--- config.mk ---
export PLATFORM = sky130hd
export DESIGN_NAME = dmem_arbiter
export DESIGN_NICKNAME = d
export VERILOG_FILES = /design/src/rtl/dmem_arbiter.sv
export SDC_FILE = /design/constraint.sdc
export NUM_CORES = 1
export LEC_CHECK = 0
export CORE_AREA = 2 2 97 99
export CTS_CLUSTER_DIAMETER = 60
export DETAILED_ROUTE_END_ITERATION = 6
export DIE_AREA = 0 0 99 101
export GPL_ROUTABILITY_DRIVEN = 0
export PLACE_DENSITY_LB_ADDON = 0.1
export SYNTH_ARGS = -nofsm -noshare
export SYNTH_HDL_FRONTEND = slang
export SYNTH_SLANG_ARGS = --single-unit
--- constraint.sdc ---
create_clock -name clk -period 2.5 [get_ports clk]
set_input_delay 0.75 -clock clk [delete_from_list [all_inputs] [get_ports clk]]
set_output_delay 0.75 -clock clk [all_outputs]
set_load 0.1 [all_outputs]
--- src/rtl/dmem_arbiter.sv ---
// Data-memory arbiter: core (priority) vs. ext loader/debug port.
// Same-cycle grant, one-cycle read latency, starvation and burst bounds.
module dmem_arbiter #(
   parameter int ADDR_W    = 12,
   parameter int MAX_WAIT  = 4,
   parameter int BURST_MAX = 8
) (
   input  logic              clk,
   input  logic              reset,
   input  logic              core_req,
   input  logic [3:0]        core_we,
   input  logic [ADDR_W-1:0] core_adr,
   input  logic [31:0]       core_wdata,
   output logic              core_gnt,
   output logic              core_stall,
   output logic              core_rvalid,
   output logic [31:0]       core_rdata,
   input  logic              ext_req,
   input  logic              ext_lock,
   input  logic [3:0]        ext_we,
   input  logic [ADDR_W-1:0] ext_adr,
   input  logic [31:0]       ext_wdata,
   output logic              ext_gnt,
   output logic              ext_rvalid,
   output logic [31:0]       ext_rdata,
   output logic              mem_en,
   output logic [3:0]        mem_we,
   output logic [ADDR_W-1:0] mem_adr,
   output logic [31:0]       mem_wdata,
   input  logic [31:0]       mem_rdata
);

   localparam int WW = $clog2(MAX_WAIT + 1);
   localparam int BW = $clog2(BURST_MAX + 1);

   typedef enum logic {ARB = 1'b0, BURST = 1'b1} state_t;

   state_t        state;
   state_t        state_nx;
   logic [WW-1:0] wait_cnt;
   logic [BW-1:0] burst_cnt;
   logic          rv_core;
   logic          rv_ext;
   logic          force_ext;
   logic          burst_last;

   assign force_ext  = ext_req && (wait_cnt == WW'(MAX_WAIT));
   // Current burst grant is the BURST_MAX-th one; leave after it.
   assign burst_last = burst_cnt >= BW'(BURST_MAX - 1);

   always_ff @(posedge clk or negedge reset) begin
      if (!reset) state <= ARB;
      else        state <= state_nx;
   end

   always_comb begin
      state_nx = state;
      case (state)
         ARB: begin
            if (ext_gnt && ext_lock && (BURST_MAX > 1))
               state_nx = BURST;
         end
         BURST: begin
            if (!ext_req || !ext_lock || burst_last)
               state_nx = ARB;
         end
         default: state_nx = ARB;
      endcase
   end

   always_comb begin
      core_gnt = 1'b0;
      ext_gnt  = 1'b0;
      case (state)
         ARB: begin
            if (force_ext)     ext_gnt  = 1'b1;
            else if (core_req) core_gnt = 1'b1;
            else               ext_gnt  = ext_req;
         end
         BURST:   ext_gnt = ext_req;
         default: ;
      endcase
   end

   always_comb begin
      mem_we    = '0;
      mem_adr   = '0;
      mem_wdata = '0;
      if (core_gnt) begin
         mem_we    = core_we;
         mem_adr   = core_adr;
         mem_wdata = core_wdata;
      end else if (ext_gnt) begin
         mem_we    = ext_we;
         mem_adr   = ext_adr;
         mem_wdata = ext_wdata;
      end
   end

   assign mem_en     = core_gnt | ext_gnt;
   assign core_stall = core_req & ~core_gnt;

   always_ff @(posedge clk or negedge reset) begin
      if (!reset) begin
         wait_cnt  <= '0;
         burst_cnt <= '0;
         rv_core   <= 1'b0;
         rv_ext    <= 1'b0;
      end else begin
         if (ext_req && !ext_gnt) begin
            if (wait_cnt != WW'(MAX_WAIT))
               wait_cnt <= wait_cnt + WW'(1);
         end else begin
            wait_cnt <= '0;
         end
         if (state_nx == BURST)
            burst_cnt <= (state == ARB) ? BW'(1) : burst_cnt + BW'(1);
         else
            burst_cnt <= '0;
         rv_core <= core_gnt && (core_we == 4'b0000);
         rv_ext  <= ext_gnt && (ext_we == 4'b0000);
      end
   end

   assign core_rvalid = rv_core;
   assign ext_rvalid  = rv_ext;
   assign core_rdata  = mem_rdata;
   assign ext_rdata   = mem_rdata;

endmodule

# Word level (Yosys, flattened, before mapping)

Cells that the tools add are included.
Widths: inputs -> output; s select.

Register bits after elaboration: 10
Bits in latches: 0
RAM bits: 0
Bits in read-only memories: 0
Word-level logic and storage cells: 46
Memories kept: 0

$add $sub $neg: 2
$mul: 0
Divide/modulo/power cells: 0
$lt $le $gt $ge: 1
Eq/ne operators: 3
Shift operators: 0
Multiplexer cells: 19
Bitwise logic cells: 4
Reduce and logical (&&, ||, !) cells: 12

Operators with widths:

| operator            | count |
|---|---|
| $mux 32             | 2 |
| $mux 12             | 2 |
| $mux 4              | 4 |
| $logic_not 4->1     | 2 |
| $mux 1              | 7 |
| $mux 3              | 2 |
| $logic_and 1x1->1   | 5 |
| $add 4x1->4 const B | 1 |
| $ge 4x3->1 const B  | 1 |
| $pmux 1 s2          | 2 |
| $add 3x1->3 const B | 1 |
| $eq 3x3->1 const B  | 1 |
| $logic_not 1->1     | 3 |
| $ne 3x3->1 const B  | 1 |
| $logic_or 1x1->1    | 2 |
| $ne 2x1->1 const B  | 1 |
| $not 1->1           | 2 |
| $and 1x1->1         | 1 |
| $or 1x1->1          | 1 |

# Logic depth before layout (Yosys ltp)

Word-level depth: 8
Gate-level depth with buffers: 6
Gate-level depth less buffers: 5

# Worst setup path before layout

Ideal clock, no wire load.

Kind: input -> output
From: in core_req
To: out core_stall
Arrival: 2.255 ns
Data required time: 1.750 ns
Path slack: -0.505 ns
Stages on the path: 3
Buffers on the path: 0
Cell sequence: nand2b_2 -> a31oi_4 -> nor2b_1

Cells in the longest elaborated chain, start to end: 5

RTL lines:

| element         | RTL line | text |
|---|---|---|
| from (decl)     | 10       | `input logic core_req,` |
| $mux 1          | 77       | `else if (core_req) core_gnt = 1'b1;` |
| $mux 1          | 76       | `if (force_ext) ext_gnt = 1'b1;` |
| $mux 1          | 74       | `case (state)` |
| $not 1->1       | 101      | `assign core_stall = core_req & ~core_gnt;` |
| $and 1x1->1 (*) | 101      |  |
| to (decl)       | 15       | `output logic core_stall,` |

Mark *: on every way between the ends. The rest lies on a longest branch, timed or not.

# Final worst setup path

From: in core_req
To: out mem_wdata[4]

Cells in the longest elaborated chain, start to end: 5

RTL lines:

| element     | RTL line | text |
|---|---|---|
| $mux 1      | 77       |  |
| $mux 1      | 76       |  |
| $pmux 1 s2  | 74       |  |
| $mux 32     | 93       | `end else if (ext_gnt) begin` |
| $mux 32 (*) | 89       | `if (core_gnt) begin` |
| to (decl)   | 29       | `output logic [31:0] mem_wdata,` |

Marked as above.

==> flow_summary.yaml <==
finish:
  diodes: 0
  fin_util_pct: 47.1
  drive_gt1_share_pct: 54.0
  multi_input_comb_area_um2: 1100
  fin_area_um2: 4230
  fillers: 780
  final_cell_mix: "clkdlybuf4s50_1 (98), buf_12 (56), a22o_4 (48)"
  register_area_um2: 250
  synthToLayoutAreaGrowth_pct: 178
  final_nets: 429
  layout.cells.most_common: "clkdlybuf4s50_1"
  finalNonFillerCells: 402
floorplanning:
  core_area_um2: 8980
  die_x_um: 99
  io_pins: 251
  die_h_um: 101
  start_util_pct: 16.9
  rows: 35
  die_area_um2: 10000
placed_design:
  placed_area_um2: 3320
  port_buffers: 154
  hpwl_mm: 6.37
  pre_cts_slack_ps: -477
  dp_cells: 374
yosys:
  ys_warn_count: 0
  syn_nets: 304
  yosysSeqAreaShare_pct: 16.5
  ys_types: 21
  synth_cells: 168
  synth-edff-count: 0
  ys.flop_type: "dfrtp_1"
  synth-seq-cells: 10
  synth_area_per_cell_um2: 9.05
  syn_area_um2: 1520
  synthArstFlopShare_pct: 100
global_route:
  grt_pass1_vias: 1818
  grt_max_degree: 11
  grt_pass1_wl_mm: 12.1
  grt_antenna_before_repair: 0
  grt.total_usage_pct: 15.8
  grt-ovfl-total: 0
worst_setup_path:
  cp_max_fo: 7
  cp.arrival_ps: 1830
  required_ps: 1750
  path_buf_inv: 6
  max_stage_delay_ps: 170
  crit_slowest_cell: "a31oi_4"
  worstSetupEndpointType: "output pin"
  path_common_cell: "buf_8"
  critical_path_class: "in -> out"
  crit_family: "buffers and inverters"
  cp-start-kind: "primary input"
  cp_cell_sequence: "buf_8, buf_6, a31oi_4, buf_6, buf_8, buf_8, a22o_4, buf_12"
timing:
  slew_headroom_pct: 67.7
  rsz0062_at_grt: "yes"
  setup_tns_ps: -2620
  final_max_slew_viol_count: 0
  min_period_ps: 2580
  worst_clock_skew_ps: 1.90
  hold_slack_ps: 503
  setup_violations: 50
  hold_viol_final: 0
  worst_pin_slew_ps: 483
  clock.fmax_mhz: 387
  finalCritPeriodShare_pct: 103
  final.setup.worst_slack_ps: -82.8
drt:
  drt-total-wl_mm: 8.40
  drt-initial-drc-count: 18
  wl_per_cell_um: 20.9
  vias: 1734
  ant_nets: 0
  first_pass_iters: 4
  remaining_drc_errors: 0
  via_per_inst: 4.31
cts:
  path_clk_slew_ps: 50
  cts_buffers: 3
  htree_levels: 1
  cts_tree: "done"
  ctsHoldBuffers: 0
  clk_latency_ps: 230
  clock-sinks: 10
  root_buffer: "clkbuf_8"
  cts.path.max_buffers: 2
min_path:
  hp-class: "reg -> reg"
run:
  cap_violations: 0
pwr:
  pwr_density_cell_nw_per_um2: 432
  ir_worst_vdd_mv: 0.217
  p_leak_nw: 1.83
  total_power_mw: 1.83
outcome:
  violations: "setup timing"
  outcome: "complete, but fails checks"
[routing by layer]
metal	wire length [um]	track usage [%]	up-vias
met2	4550	28.9	101
met3	788	5.89	13
met1	3010	18.0	817
met5	0	0	-
li1	-	-	803
met4	58	2.11	0
[flip-flops by register name, indices dropped and copies added (netlist names)]
signal       count
state            1
core_rvalid      1
ext_rvalid       1
burst_cnt        4
wait_cnt         3
[Yosys cell counts (all sizes together) (2+ instances only)]
library cell | n | share of area, %
and2 | 2 | 0.82
nor2 | 6 | 1.5
ha | 3 | 2.5
nor4 | 3 | 1.2
a31oi | 2 | 2.8
nand2 | 5 | 1.4
nor2b | 2 | 0.82
nand3 | 2 | 0.66
inv | 5 | 1.2
buf | 74 | 39
a22o | 48 | 28
dfrtp | 10 | 16
[cell type report]
type,count,area share [%]
timing repair buffer,194,63.4
multi-input combinational,79,26.0
sequential,10,5.92
tap,111,3.29
clock buffer,3,0.977
inverter,5,0.444
[cell families after synthesis]
kind of cell	count (synthesis)	synth area share [%]
flops	10	16.5
fa+ha+maj	3	2.47
buf+inv	79	40.2
simple gates	22	7.57
compound gates	53	32.6
mux	1	0.658
[power breakdown]
group | switching (mW) | internal, mW | leakage (nW)
sequential | 0.00314 | 0.166 | 0.137
clock | 0.0565 | 0.105 | 0.0216
combinational | 0.813 | 0.682 | 1.67
total | 0.873 | 0.953 | 1.83
[path summary, 6_finish.rpt]
path,start,to,slack (ps),depth (start not counted)
worst max-delay path,core_req,mem_wdata[4],-80,8
worst min-delay path,state$_DFF_PN0_,wait_cnt[0]$_DFFE_PN0P_,500,1
worst max register to register,wait_cnt[0]$_DFFE_PN0P_,ext_rvalid$_DFF_PN0_,1040,8
worst min register to register,state$_DFF_PN0_,wait_cnt[0]$_DFFE_PN0P_,500,1
max in group asynchronous,reset,core_rvalid$_DFF_PN0_,1320,1
min in group asynchronous,reset,burst_cnt[1]$_DFF_PN0_,850,1
[timing repair]
action,in CTS,in global routing
hold endpoints to repair,0,0
setup endpoints to repair,52,50
pin swaps,21,26
gates resized for setup,88,8
buffers inserted,14,3
gates cloned,8,2
Power figures use the tool's default switching activity.
